## config.mk

```make
export PLATFORM = sky130hd
export DESIGN_NAME = seq1011_chan_sched
export DESIGN_NICKNAME = d
export VERILOG_FILES = /design/src/rtl/seq_sched_pkg.sv /design/src/rtl/seq1011_step.sv /design/src/rtl/seq1011_chan_sched.sv
export SDC_FILE = /design/constraint.sdc
export NUM_CORES = 1
export LEC_CHECK = 0
export CAP_MARGIN = 10
export CORE_UTILIZATION = 47
export CTS_CLUSTER_SIZE = 24
export DETAILED_ROUTE_END_ITERATION = 6
export GPL_TIMING_DRIVEN = 0
export PLACE_DENSITY_LB_ADDON = 0.1
export SYNTH_ARGS = -nofsm -noshare
export SYNTH_HDL_FRONTEND = slang
export SYNTH_HIERARCHICAL = 1
export SYNTH_SLANG_ARGS = --single-unit
```

## constraint.sdc

```tcl
create_clock -name clk -period 3.8 [get_ports clk]
set_clock_uncertainty 0.05 [all_clocks]
set_input_delay 0.95 -clock clk [delete_from_list [all_inputs] [get_ports clk]]
set_output_delay 0.95 -clock clk [all_outputs]
set_load 0.005 [all_outputs]
```

## src/rtl/seq_sched_pkg.sv

```systemverilog
// Shared encoding for the "1011" Mealy detector family.
// Contents: ST_W (state width) and the four per-channel state codes.
// The standalone detectors and their benches use the same encoding.
package seq_sched_pkg;

    localparam int ST_W = 2;

    localparam logic [ST_W-1:0] S_IDLE = 2'd0;
    localparam logic [ST_W-1:0] S_1    = 2'd1;
    localparam logic [ST_W-1:0] S_10   = 2'd2;
    localparam logic [ST_W-1:0] S_101  = 2'd3;

endpackage

```

## src/rtl/seq1011_step.sv

```systemverilog
// Single step of the "1011" Mealy detector, purely combinational.
// The scheduler instantiates this once and feeds it from its state file.
//
// state  | meaning
// -------+---------------------------------
// S_IDLE | nothing useful seen
// S_1    | seen "1"
// S_10   | seen "10"
// S_101  | seen "101"; a 1 now completes a match
//
// Parameters: OVERLAP - 1: after a match resume in S_1, 0: resume in S_IDLE
// Ports:
//   st     in  ST_W  current state of the channel being stepped
//   x      in  1     incoming bit
//   st_nxt out ST_W  state after consuming x
//   match  out 1     x completed "1011"
module seq1011_step
    import seq_sched_pkg::*;
#(
    parameter int OVERLAP = 1
) (
    input  logic [ST_W-1:0] st,
    input  logic            x,
    output logic [ST_W-1:0] st_nxt,
    output logic            match
);

    always_comb begin
        st_nxt = S_IDLE;
        match  = 1'b0;
        case (st)
            S_IDLE: st_nxt = x ? S_1   : S_IDLE;
            S_1:    st_nxt = x ? S_1   : S_10;
            S_10:   st_nxt = x ? S_101 : S_IDLE;
            S_101: begin
                if (x) begin
                    match  = 1'b1;
                    // trailing "1" of the match is also a valid prefix
                    st_nxt = (OVERLAP != 0) ? S_1 : S_IDLE;
                end else begin
                    st_nxt = S_10;
                end
            end
            default: st_nxt = S_IDLE;
        endcase
    end

endmodule

```

## src/rtl/seq1011_chan_sched.sv

```systemverilog
// Round-robin scheduler sharing one "1011" detector among NCH serial channels.
// Each cycle at most one eligible channel is granted; its stored state is
// stepped with its bit and any match is reported one cycle later, tagged
// with the channel index.
//
// Optional feature macro: SEQ_SCHED_CNT_EN (per-channel saturating match
// counters readable through cnt_sel/cnt_rdata; tied to 0 when undefined).
//
// Ports:
//   clk        in  1      system clock, rising edge
//   reset      in  1      synchronous, active-high
//   in_valid   in  NCH    channel has a bit pending
//   in_bit     in  NCH    serial bit per channel
//   in_ready   out NCH    one-hot grant (combinational)
//   chan_clr   in  NCH    per-channel clear; masks the channel this cycle
//   z_valid    out 1      registered match pulse
//   z_ch       out CH_W   channel of the last match (held)
//   cnt_sel    in  CH_W   counter readout select (must be < NCH)
//   cnt_rdata  out CNT_W  match count of channel cnt_sel
module seq1011_chan_sched
    import seq_sched_pkg::*;
#(
    parameter int NCH     = 4,
    parameter int CH_W    = 2,
    parameter int OVERLAP = 1,
    parameter int CNT_W   = 8
) (
    input  logic             clk,
    input  logic             reset,
    input  logic [NCH-1:0]   in_valid,
    input  logic [NCH-1:0]   in_bit,
    output logic [NCH-1:0]   in_ready,
    input  logic [NCH-1:0]   chan_clr,
    output logic             z_valid,
    output logic [CH_W-1:0]  z_ch,
    input  logic [CH_W-1:0]  cnt_sel,
    output logic [CNT_W-1:0] cnt_rdata
);

    logic [ST_W-1:0] st_q [NCH];
    logic [ST_W-1:0] st_d [NCH];
    logic [CH_W-1:0] rr_ptr_q, rr_ptr_d;
    logic            z_valid_q, z_valid_d;
    logic [CH_W-1:0] z_ch_q, z_ch_d;

    logic [NCH-1:0]  eligible;
    logic            grant_found;
    logic [CH_W-1:0] grant_idx;
    logic [ST_W-1:0] step_st_nxt;
    logic            step_match;
    logic            hit;

    assign eligible = in_valid & ~chan_clr;

    // Scan rr_ptr, rr_ptr+1, ... wrapping at NCH; first eligible wins.
    always_comb begin
        int idx;
        grant_found = 1'b0;
        grant_idx   = '0;
        in_ready    = '0;
        idx         = 0;
        for (int k = 0; k < NCH; k++) begin
            idx = int'(rr_ptr_q) + k;
            if (idx >= NCH) idx = idx - NCH;
            if (!grant_found && eligible[idx]) begin
                grant_found = 1'b1;
                grant_idx   = CH_W'(idx);
            end
        end
        if (grant_found) in_ready[grant_idx] = 1'b1;
    end

    seq1011_step #(
        .OVERLAP (OVERLAP)
    ) u_step (
        .st     (st_q[grant_idx]),
        .x      (in_bit[grant_idx]),
        .st_nxt (step_st_nxt),
        .match  (step_match)
    );

    assign hit = grant_found & step_match;

    // The granted channel is never cleared in the same cycle (clear masks it),
    // so the clear and step updates cannot collide.
    always_comb begin
        st_d = st_q;
        for (int i = 0; i < NCH; i++) begin
            if (chan_clr[i]) st_d[i] = S_IDLE;
        end
        if (grant_found) st_d[grant_idx] = step_st_nxt;

        rr_ptr_d = rr_ptr_q;
        if (grant_found) begin
            rr_ptr_d = (grant_idx == CH_W'(NCH - 1)) ? '0 : grant_idx + 1'b1;
        end

        z_valid_d = hit;
        z_ch_d    = hit ? grant_idx : z_ch_q;
    end

    always_ff @(posedge clk) begin
        if (reset) begin
            st_q      <= '{default: S_IDLE};
            rr_ptr_q  <= '0;
            z_valid_q <= 1'b0;
            z_ch_q    <= '0;
        end else begin
            st_q      <= st_d;
            rr_ptr_q  <= rr_ptr_d;
            z_valid_q <= z_valid_d;
            z_ch_q    <= z_ch_d;
        end
    end

    assign z_valid = z_valid_q;
    assign z_ch    = z_ch_q;

`ifdef SEQ_SCHED_CNT_EN
    logic [CNT_W-1:0] cnt_q [NCH];
    logic [CNT_W-1:0] cnt_d [NCH];

    always_comb begin
        cnt_d = cnt_q;
        for (int i = 0; i < NCH; i++) begin
            if (chan_clr[i]) cnt_d[i] = '0;
        end
        if (hit && (cnt_q[grant_idx] != '1)) begin
            cnt_d[grant_idx] = cnt_q[grant_idx] + 1'b1;
        end
    end

    always_ff @(posedge clk) begin
        if (reset) begin
            cnt_q <= '{default: '0};
        end else begin
            cnt_q <= cnt_d;
        end
    end

    assign cnt_rdata = cnt_q[cnt_sel];
`else
    logic unused_cnt_sel;
    assign unused_cnt_sel = ^cnt_sel;
    assign cnt_rdata      = '0;
`endif

endmodule

```

==> metrics.cfg <==
[die]
start_util = 0.504
ios = 31
die_h_um = 45.0
die_w_um = 45.0
rows = 15
core_area_sq_um = 1730
die-area_sq_um = 2030

[yosys]
synth_mux_area_frac = 0.115
synth_xor_area_frac = 0
ys_warn_count = 6
avgSynthCellArea_sq_um = 8.36
syn-instance-count = 104
synth_simple_gate_area_frac = 0.275
yosys.area_share.adder = 0.0576
ys_seq_area_frac = 0.299
synth_top_family_by_area = simple AND/OR/NAND/NOR gates
synth_cell_types = 27
synth-compound-area-share = 0.122
ys_ff_latch = 13
netlist_area_sq_um = 870

[placement]
place_hpwl_um = 1480
port_buffers = 20
post_dp_cell_area_sq_um = 1130
pre_cts_slack_ps = -491
dp_cells = 156
gp_congestion = 0.830

[worst_setup_path]
worstSetupEndpointType = output pin
cp_slowest_cell = clkdlybuf4s50_1
path_cells = dlygate4sd2_1 > and2b_1 > o221ai_2 > a32oi_2 > nand2_4 > ha_2 > nand2_1 > inv_1 > clkdlybuf4s50_1
critPathMaxStageDelay_ps = 440
start_kind = input pin
worst-path-max-fanout = 4
critPathRequiredTime_ps = 2800
critPathKind = in2out
critPathArrivalTime_ps = 2730

[final_layout]
drive_above_1_share = 0.289
finalNetCount = 163
final-instance-count-excl-fill = 167
num_antenna_cells = 0
nFillCells = 131
final_cell_area_sq_um = 1300
area_growth_syn_to_layout_pct = 49.8

[worst_hold_path]
min_path_type = reg2reg

[route]
drt-total-wl_um = 2140
drt_iter0_markers = 13
ant_nets = 0
drc = 0
dr.pass1.iters = 4
viasPerCell = 5.11
wl_per_cell_um = 12.8
route.vias.total = 853

[sta]
rsz0062_at_grt = true
finalSetupViolations = 0
final_max_slew_viol_count = 0
fin_crit_ps = 3730
finalCritPeriodShare = 0.982
finalHoldViolations = 0
worst_slack_ps = 68.9
clock.fmax_mhz = 268

[clock_network]
h-tree-depth = 1
max-clock-path-buffers = 2
cts_sinks = 13
postCtsHoldBufs = 0
cts_tree = done
cts_buffers = 3
clockRootBuffer = clkbuf_4
clk_latency_ps = 290
clk_pin_slew_worst_paths_ps = 80

[global_route]
grt_pass1_wl_um = 3460
grt_antenna_before_repair = 0
grt_max_degree = 11
grt_pass1_vias = 772
grt_overflow = 0
gr-usage-all-layers = 0.240

[outcome]
status = completed

[power_and_ir_drop]
cellLeakagePower_nw = 0.595
power.density_nw_per_um2 = 318
vdd_drop_max_v = 0.000244

[flow_run]
cap_violations = 0

## logic make-up after synthesis
logic type	after synthesis
buffers and inverters	19
AOI/OAI and AO/OA	17
and+or+nand+nor	40
other	1
muxes	10
DFF	13
adders and majority gates	4
## critical path, delay by kind of cell
| kind | cells | cell delay [ps] |
|---|---|---|
| AO/OA/AOI/OAI | 2 | 370 |
| adder cells (fa/ha/maj) | 1 | 210 |
| buffers and inverters | 3 | 760 |
| AND/OR/NAND/NOR | 3 | 430 |
## state kept, by name, indices dropped and copies added, names as in the netlist
signal / count
rr_ptr_q: 2
z_ch: 2
st_q: 8
z_valid: 1
## where the power goes
group / switching (mW) / leakage, nW / internal (mW)
combinational: 0.0837 / 0.474 / 0.0878
sequential: 0.00677 / 0.105 / 0.144
clock: 0.0510 / 0.0150 / 0.0409
total: 0.141 / 0.595 / 0.272
## path summary, 6_finish.rpt
kind | from | to | slack [ps] | depth (start not counted)
worst min register to register | z_ch[1]$_SDFFE_PP0P_ | z_ch[1]$_SDFFE_PP0P_ | 420 | 2
worst min-delay path | z_ch[1]$_SDFFE_PP0P_ | z_ch[1]$_SDFFE_PP0P_ | 420 | 2
worst max register to register | rr_ptr_q[0]$_SDFFE_PP0N_ | st_q[5]$_SDFF_PP0_ | 1520 | 11
worst max-delay path | chan_clr[3] | in_ready[0] | 70 | 9
## synthesized netlist by cell type
cell,n,share of area
nand2b_2,2,0.020
buf_2,1,0.0057
nand2_2,1,0.0072
a32oi_1,1,0.010
o21ai_1,1,0.0057
clkbuf_1,2,0.0086
nand2_1,8,0.035
mux2i_1,10,0.12
nor2b_1,2,0.014
a22oi_2,1,0.014
a21oi_1,11,0.063
nand3b_1,8,0.069
nand2b_4,1,0.016
buf_4,8,0.069
conb_1,1,0.0043
a21o_1,1,0.0086
o221ai_1,2,0.020
buf_6,1,0.013
nand2b_1,1,0.0072
ha_1,4,0.058
inv_1,7,0.030
dfxtp_1,13,0.30
nand4_2,1,0.014
nand3_1,10,0.058
nor2_1,4,0.017
and3_2,1,0.0086
and2b_1,1,0.0086
## area by class of cell
cell class                 count  area [sq um]  area share
multi-input combinational     79           623       0.478
tap                           25          31.3      0.0240
timing repair buffer          27           249       0.191
sequential                    13           260       0.200
buffer                        12          83.8      0.0644
inverter                       7          28.8      0.0221
clock buffer                   4          26.3      0.0202
## routing by layer
metal  vias up  share of wire  track usage
met1       395           0.40        0.295
met4         0          0.020        0.115
li1        419              -            -
met3         7          0.060       0.0480
met5         -              0            0
met2        32           0.52        0.400
## through the flow
step,total power [mW],util,TNS [ps],hold WS [ps]
6_report,0.414,0.754,0,419
5_1_grt,0.438,0.754,-15.1,431
4_1_cts,0.401,0.739,0,415
3_5_place_dp,0.281,0.653,-1740,400
3_3_place_gp,0.277,0.653,-1500,396
2_1_floorplan,0.237,-,0,403
## cells in the final DEF (no fill, tap or decap), types with 2 or more instances in the layout
cell              n
o221ai_2          2
ha_4              2
buf_4            15
inv_1             5
clkbuf_4          3
nand2b_4          4
nand2_1           6
nand3_1          10
nor2_1            4
nand3b_1          8
dlymetal6s2s_1    2
mux2i_1          10
conb_1            8
clkbuf_1          3
nand2_2           2
a21oi_1          11
clkdlybuf4s50_1  10
dlygate4sd2_1     7
dfxtp_1          13
ha_2              2
## what timing repair did
action / in CTS / in global routing
cloned: 0 / 0
pin swaps: 3 / 2
endpoints found under the setup margin: 4 / 4
buffers inserted: 5 / 2
gates resized for setup: 28 / 5
(Power assumes the default switching activity.)
